[src/rtl/ext_device.sv]
// Upstream I/O device model: fills a LENGTH-word block at a fixed rate, raises a
// one-cycle interrupt when the block is complete, then serves it as 4-word bursts.
module ext_device #(
  parameter int          WORD_SIZE     = 16,
  parameter int          LENGTH        = 12,
  parameter int          FILL_INTERVAL = 4,
  parameter logic [15:0] DATA_BASE     = 16'h0000
) (
  input  logic                   i_clk,
  input  logic                   i_reset,
  input  logic                   i_read_en,
  input  logic [1:0]             i_offset,
  input  logic                   i_dma_end,
  output logic [4*WORD_SIZE-1:0] o_edata,
  output logic                   o_dev_interrupt,
  output logic                   o_ready,
  output logic [7:0]             o_xfer_count
);

  localparam int NBURST = LENGTH / 4;
  localparam int AW     = (LENGTH > 1) ? $clog2(LENGTH) : 1;
  localparam int WIW    = $clog2(LENGTH + 1);
  localparam int IW     = (FILL_INTERVAL > 1) ? $clog2(FILL_INTERVAL) : 1;
  localparam logic [IW-1:0]  LAST_INT  = IW'(FILL_INTERVAL - 1);
  localparam logic [WIW-1:0] LAST_WORD = WIW'(LENGTH - 1);

  typedef enum logic [1:0] {S_FILL, S_READY, S_DRAIN} state_t;

  state_t                r_state;
  state_t                w_state_next;
  logic [WIW-1:0]        r_word_idx;
  logic [IW-1:0]         r_interval;
  logic [15:0]           r_gcount;
  logic [7:0]            r_xfer_count;
  logic                  r_irq;
  logic [WORD_SIZE-1:0]  r_buf [LENGTH];

  logic                  w_tick;
  logic                  w_last;
  logic                  w_rearm;
  logic                  w_present;
  logic [1:0]            w_sel;
  logic [AW-1:0]         w_base;

  assign w_tick  = (r_state == S_FILL) && (r_interval == LAST_INT);
  assign w_last  = (r_word_idx == LAST_WORD);
  assign w_rearm = (r_state != S_FILL) && i_dma_end;

  always_comb begin
    w_state_next = r_state;
    case (r_state)
      S_FILL:  if (w_tick && w_last) w_state_next = S_READY;
      // dma_end takes priority over a simultaneous read_en
      S_READY: if (i_dma_end) w_state_next = S_FILL;
               else if (i_read_en) w_state_next = S_DRAIN;
      S_DRAIN: if (i_dma_end) w_state_next = S_FILL;
      default: w_state_next = S_FILL;
    endcase
  end

  always_ff @(posedge i_clk or posedge i_reset) begin
    if (i_reset) begin
      r_state      <= S_FILL;
      r_word_idx   <= '0;
      r_interval   <= '0;
      r_gcount     <= '0;
      r_xfer_count <= '0;
      r_irq        <= 1'b0;
    end else begin
      r_state <= w_state_next;
      r_irq   <= w_tick && w_last;
      if (w_rearm) begin
        r_word_idx   <= '0;
        r_interval   <= '0;
        r_xfer_count <= r_xfer_count + 8'd1;
      end else if (r_state == S_FILL) begin
        if (w_tick) begin
          r_interval <= '0;
          r_word_idx <= r_word_idx + WIW'(1);
          r_gcount   <= r_gcount + 16'd1;
        end else begin
          r_interval <= r_interval + IW'(1);
        end
      end
    end
  end

  // Buffer is deliberately not reset; it is only presented outside FILL.
  always_ff @(posedge i_clk) begin
    if (w_tick) r_buf[r_word_idx[AW-1:0]] <= WORD_SIZE'(DATA_BASE + r_gcount);
  end

  assign w_present = i_read_en && (r_state != S_FILL) && (int'(i_offset) < NBURST);
  assign w_sel     = w_present ? i_offset : 2'd0;
  assign w_base    = AW'({w_sel, 2'b00});

  generate
    for (genvar gi = 0; gi < 4; gi++) begin : g_burst
      assign o_edata[gi*WORD_SIZE +: WORD_SIZE] =
        w_present ? r_buf[w_base + AW'(gi)] : '0;
    end
  endgenerate

  assign o_dev_interrupt = r_irq;
  assign o_ready         = (r_state != S_FILL);
  assign o_xfer_count    = r_xfer_count;

endmodule

[config.mk]
export PLATFORM = sky130hd
export DESIGN_NAME = ext_device
export DESIGN_NICKNAME = d
export VERILOG_FILES = /design/src/rtl/ext_device.sv
export SDC_FILE = /design/constraint.sdc
export NUM_CORES = 1
export LEC_CHECK = 0
export CAP_MARGIN = 0
export CORE_MARGIN = 10
export CORE_UTILIZATION = 25
export DETAILED_ROUTE_END_ITERATION = 8
export PLACE_DENSITY = 0.45
export REMOVE_ABC_BUFFERS = 1
export SLEW_MARGIN = 20
export SYNTH_ARGS = -nofsm -noshare
export SYNTH_HDL_FRONTEND = slang
export SYNTH_SLANG_ARGS = --single-unit
[constraint.sdc]
create_clock -name i_clk -period 2.4 [get_ports i_clk]
set_input_delay 0.48 -clock i_clk [delete_from_list [all_inputs] [get_ports i_clk]]
set_output_delay 0.48 -clock i_clk [all_outputs]
set_load 0.01 [all_outputs]
==> results_dict.tcl, run 1 <==
set metrics [dict create \
    worst-setup-path-type "flip-flop to output port" \
    clk_root_buffer_cell "clkbuf_16" \
    diodes 0 \
    ys.flop_type "edfxtp_1" \
    initial_core_util 0.252 \
    grt_overflow_total 0 \
    maxCapViolCount 0 \
    syn_to_final_growth_pct 30.6 \
    mostFrequentLayoutCells "edfxtp_1, nor2_1, mux2i_1, a21oi_1, buf_4" \
    die_area_um2 43700 \
    period_share 0.994 \
    syn_inst 627 \
    place.gp.congestion 0.739 \
    gr-usage-all-layers 0.0967 \
    ir_drop_mv 0.459 \
    setup_viol 0 \
    postRouteAntennaNets 0 \
    r2r-end "r_buf[6][4]$_DFFE_PP_" \
    core_um2 35400 \
    dpl_cell_area_um2 10900 \
    avgRoutedWirePerCell_um 17.1 \
    syn_area_um2 8930 \
    dpl.hpwl_mm 14.4 \
    finalHoldViolCount 0 \
    r2r-start "r_interval[0]$_DFFE_PP0P_" \
    drive_above_1_share 0.230 \
    cts_max_level 1 \
    fp.dieW_um 209 \
    drt-initial-drc-count 228 \
    p_per_area_nw_per_um2 838 \
    fin_nets 789 \
    ys_seq_elements 225 \
    clk_pin_slew_worst_paths_ns 0.06 \
    timing.fmax_mhz 419 \
    worst_pin_slew_ns 0.542 \
    antenna_found_initial 0 \
    final_area_um2 11700 \
    cts.sinks 225 \
    finalMaxSlewViolations 0 \
    synth_edf_count 192 \
    outcome "finished clean" \
    numCtsBuffers 26 \
    grt_max_degree 41 \
    hold_path_class "primary input to async pin" \
    layout_min_cycle_time_ns 2.39 \
    cts.path.max_buffers 3 \
    die_y_um 209 \
    finish.utilization 0.329 \
    ioPinCount 80 \
    synth-async-reset-ratio 0.147 \
    critPathRequiredTime_ns 1.92 \
    grt_pass1_wl_mm 33.2 \
    mostFrequentLayoutCell "edfxtp_1" \
    clock_skew_ns 0.0112 \
    cts-hold-fix-buffers 0 \
    critPathLaunchType "flip-flop" \
    remaining_drc_errors 0 \
    synth.distinct_cells 33 \
    port_buffers 79 \
    num_rows 69 \
    ys_seq_area_frac 0.738 \
    setup_ws_ns 0.0132 \
    postSynthAreaPerCell_um2 14.2 \
    reg2regPathDepth 5 \
    num_vias 5271 \
    ys_warn_count 0 \
    dr.pass1.iters 5 \
    relSlewSlack 0.638 \
    dp_slack_ns -0.322 \
    worst_ep_arrival_time_ns 1.91 \
    cts_tree "yes" \
    via_per_inst 4.19 \
    rsz0062_at_grt "yes" \
    hold-worst-slack_ns 0.372 \
    insertion_delay_ns 0.52 \
    rrSetupSlack_ns 0.11 \
    p_leak_nw 4.30 \
    cp_max_fo 40 \
    grt_pass1_vias 5359 \
    startpoint "r_state[1]$_DFFE_PP0P_" \
    end_kind "output port" \
    drt_wl_total_mm 21.5 \
]
==> critical path, cell delays in order, from the launching register on <==
cell and delay [ns]:
dfrtp_1 0.39, nor2_4 0.07, a21oi_4 0.23, nand2_4 0.10
buf_12 0.17, nor2_1 0.14, clkdlybuf4s15_2 0.23
==> layout make-up <==
| type | instances | area [µm²] |
|---|---|---|
| Clock buffer | 42 | 741 |
| Clock inverter | 6 | 62.6 |
| Fill cell | 3538 | 23700 |
| Inverter | 5 | 18.8 |
| Multi-Input combinational cell | 368 | 2260 |
| Sequential cell | 225 | 6590 |
| Tap cell | 461 | 577 |
| Timing Repair Buffer | 150 | 1410 |
==> report_power, final <==
group	total [mW]	internal [mW]	leakage [nW]	switching, mW
registers	4.96	4.77	2.11	0.190
logic	1.13	0.473	1.80	0.660
clock network	3.68	2.21	0.387	1.47
total	9.77	7.45	4.30	2.32
==> per-stage QoR <==
step	setup TNS, ns	power [mW]	std cells
after global placement	-18.44	6.18	1208
after floorplan	-0.390	5.57	598
after global routing	-1.31	10.2	1257
after CTS	-0.0713	9.90	1257
final	0	9.77	1257
after detailed placement	-17.21	6.19	1208
==> registers in the layout (all words and copies together) (netlist names) <==
name / cells
r_word_idx: 4
r_gcount: 16
r_buf: 192
r_interval: 2
r_state: 2
o_xfer_count: 8
o_dev_interrupt: 1
==> per-layer routing <==
| metal | vias up | global-route usage | wire (µm) |
|---|---|---|---|
| met5 | - | 0 | 0 |
| met1 | 2587 | 0.129 | 10200 |
| met2 | 86 | 0.156 | 9920 |
| met4 | 0 | 0.0194 | 337 |
| met3 | 26 | 0.0237 | 1050 |
| li1 | 2572 | - | - |
==> cell families after synthesis <==
kind of cell               after synthesis  share of synthesized area
adders and majority gates                7                    0.00981
DFF                                    225                      0.738
xor gates and xnor gates                24                     0.0235
and+or+nand+nor                        200                     0.0981
AOI/OAI and AO/OA                       72                     0.0415
muxes                                   65                     0.0730
buffers and inverters                   34                     0.0160
==> timing repair <==
item                                    CTS  global route
buffers inserted                          1             0
resized for setup                       152            55
endpoints found under the setup margin   65            94
pin swaps                                 0             1
==> worst max path at each step <==
stage                       end  slack (ns)
finish              o_edata[59]        0.01
floorplan            o_edata[0]      -0.006
global route        o_edata[61]       -0.08
global placement    o_edata[45]       -0.35
detailed placement  o_edata[15]       -0.32
CTS                 o_edata[15]       -0.05
==> synth_stat cells, drive strengths merged, types with 7 or more instances <==
cell type,n,area (µm²)
and2,13,81.3
xor2,11,96.3
mux2i,64,641
ha,7,87.6
a21oi,66,330
clkbuf,22,82.6
nor2,140,526
nand3,8,40.0
edfxtp,192,5770
nand2,14,52.6
dfrtp,33,826
buf,7,41.3
xnor2,13,114
No activity file was read; power rests on OpenSTA's default activity.
==> run 2: changes to the inputs <==
==> constraint.sdc (replaced) <==
create_clock -name i_clk -period 2.7 [get_ports i_clk]
set_input_delay 0.54 -clock i_clk [delete_from_list [all_inputs] [get_ports i_clk]]
set_output_delay 0.54 -clock i_clk [all_outputs]
set_load 0.01 [all_outputs]
==> run 2 against run 1 <==
Net effect: clock power up 3%; sequential power decreased by 9.1%; via count down 2.7%; critical path type unchanged; largest cell class unchanged; largest power group unchanged.
==> results_dict.tcl, run 2 (same netlist as run 1, synthesis figures left out) <==
set metrics [dict create \
    outcome "finished clean" \
    num_vias 5131 \
    cts.sinks 225 \
    die_area_um2 43700 \
    reg2regPathDepth 6 \
    num_rows 69 \
    syn_to_final_growth_pct 30.1 \
    fp.dieW_um 209 \
    pwr-share-clk 0.416 \
    combPwrFrac 0.088 \
    die_y_um 209 \
    dpl.hpwl_mm 13.7 \
    critPathRequiredTime_ns 2.16 \
    hold_path_class "primary input to async pin" \
    worst_pin_slew_ns 0.660 \
    via_per_inst 4.17 \
    cts_tree "yes" \
    rsz0062_at_grt "no" \
    p_seq_frac 0.496 \
    numCtsBuffers 26 \
    fill_cells 3546 \
    dr.pass1.iters 4 \
    grt_max_degree 41 \
    core_um2 35400 \
    largest_reg_flops 192 \
    multi_input_area_um2 2220 \
    drive_above_1_share 0.131 \
    worst_ep_arrival_time_ns 1.99 \
    maxCapViolCount 0 \
    p_sw_frac 0.232 \
    internal_power_mw 6.99 \
    cp_max_fo 40 \
    grt_pass1_vias 5320 \
    critPathLaunchType "flip-flop" \
    timing.fmax_mhz 395 \
    clk_root_buffer_cell "clkbuf_16" \
    drt_wl_total_mm 21.3 \
    grt_pass1_wl_mm 32.7 \
    netSwitchingPower_mw 2.12 \
    fin_nets 762 \
    drt-initial-drc-count 190 \
    remaining_drc_errors 0 \
    ioPinCount 80 \
    tns_ns 0 \
    avgRoutedWirePerCell_um 17.4 \
    cts_max_level 1 \
    insertion_delay_ns 0.52 \
    p_per_area_nw_per_um2 784 \
    cts.path.max_buffers 3 \
    finalHoldViolCount 0 \
    layout_min_cycle_time_ns 2.53 \
    worst-setup-path-type "flip-flop to output port" \
    hold-worst-slack_ns 0.429 \
    diodes 0 \
    grt_overflow_total 0 \
    p_leak_nw 4.70 \
    clk_pin_slew_worst_paths_ns 0.06 \
    relSlewSlack 0.558 \
    initial_core_util 0.252 \
    gr-usage-all-layers 0.0955 \
    place.gp.congestion 0.746 \
    clock_skew_ns 0.0109 \
    finalMaxSlewViolations 0 \
    period_share 0.939 \
    setup_ws_ns 0.165 \
    ir_drop_mv 0.577 \
    dp_slack_ns -0.140 \
    setup_viol 0 \
    finish.utilization 0.328 \
    mostFrequentLayoutCell "edfxtp_1" \
    cts-hold-fix-buffers 0 \
    port_buffers 79 \
    mostFrequentLayoutCells "edfxtp_1, nor2_1, a21oi_1, mux2i_1, dlygate4sd2_1" \
    final-seq-area_um2 6590 \
    antenna_found_initial 0 \
    end_kind "output port" \
    postRouteAntennaNets 0 \
]
==> run 2: cell types whose count changed in the layout (fill, tap and decap cells not counted), sizes merged <==
cell / delta
dlygate4sd2: +47
inv: +2
buf: -29
clkbuf: -37
clkinvlp: +4
clkdlybuf4s15: -34
bufinv: +4
dlymetal6s2s: +17
clkinv: -1
==> run 2: worst paths after layout <==
path / start / endpoint / slack (ns)
min reg2reg: o_xfer_count[7]$_DFFE_PP0P_ / o_xfer_count[7]$_DFFE_PP0P_ / 0.48
min: i_reset / r_word_idx[2]$_DFFE_PP0P_ / 0.43
max in group asynchronous: i_reset / r_state[1]$_DFFE_PP0P_ / 1.92
max reg2reg: r_state[0]$_DFFE_PP0P_ / r_buf[7][15]$_DFFE_PP_ / 0.35
max: r_state[0]$_DFFE_PP0P_ / o_edata[29] / 0.17
min in group i_clk: o_xfer_count[7]$_DFFE_PP0P_ / o_xfer_count[7]$_DFFE_PP0P_ / 0.48
==> run 2: per-stage QoR <==
step | instance area (µm²) | total power [mW] | cells
final | 11600 | 9.11 | 1230
after global placement | 10600 | 5.41 | 1180
after floorplan | 8810 | 4.95 | 598
after global routing | 11600 | 9.54 | 1230
after CTS | 11600 | 9.25 | 1230
after detailed placement | 10600 | 5.43 | 1180
==> run 2: layout make-up <==
class / instances / area share
multi-input cells: 368 / 0.191
repair buffers: 123 / 0.109
flip-flops and latches: 225 / 0.568
well taps: 461 / 0.0497
inverters: 5 / 0.00162
clock buffers: 33 / 0.0627
clock inverters: 15 / 0.0187
==> run 2: power by group through the flow <==
stage,Clock (mW),Sequential [mW],Combinational (mW)
floorplan,0,4.50,0.453
global placement,0,4.58,0.833
CTS,3.89,4.52,0.837
detailed placement,0,4.59,0.839
global route,4.05,4.57,0.926
finish,3.79,4.51,0.805
==> run 2: what timing repair did <==
| item | in CTS | in global routing |
|---|---|---|
| setup buffers | 2 | 0 |
| pin swaps | 0 | 0 |
| endpoints found under the setup margin | 64 | 17 |
| resized for setup | 53 | 17 |
==> run 2: critical path, cell delays in order, from the launching register on <==
cell and delay [ns]:
dfrtp_2 0.39, nor2_4 0.07, a21oi_4 0.18, nand2_2 0.13
buf_12 0.18, nor2_1 0.18, dlygate4sd2_1 0.31
==> run 2: layer usage <==
metal,part of all wire,track usage,vias to the layer above,routed length [µm]
li1,-,-,2515,-
met1,0.47,0.127,2505,10100
met2,0.46,0.153,86,9880
met3,0.047,0.0207,25,997
met4,0.019,0.0273,0,408
met5,0,0,-,0
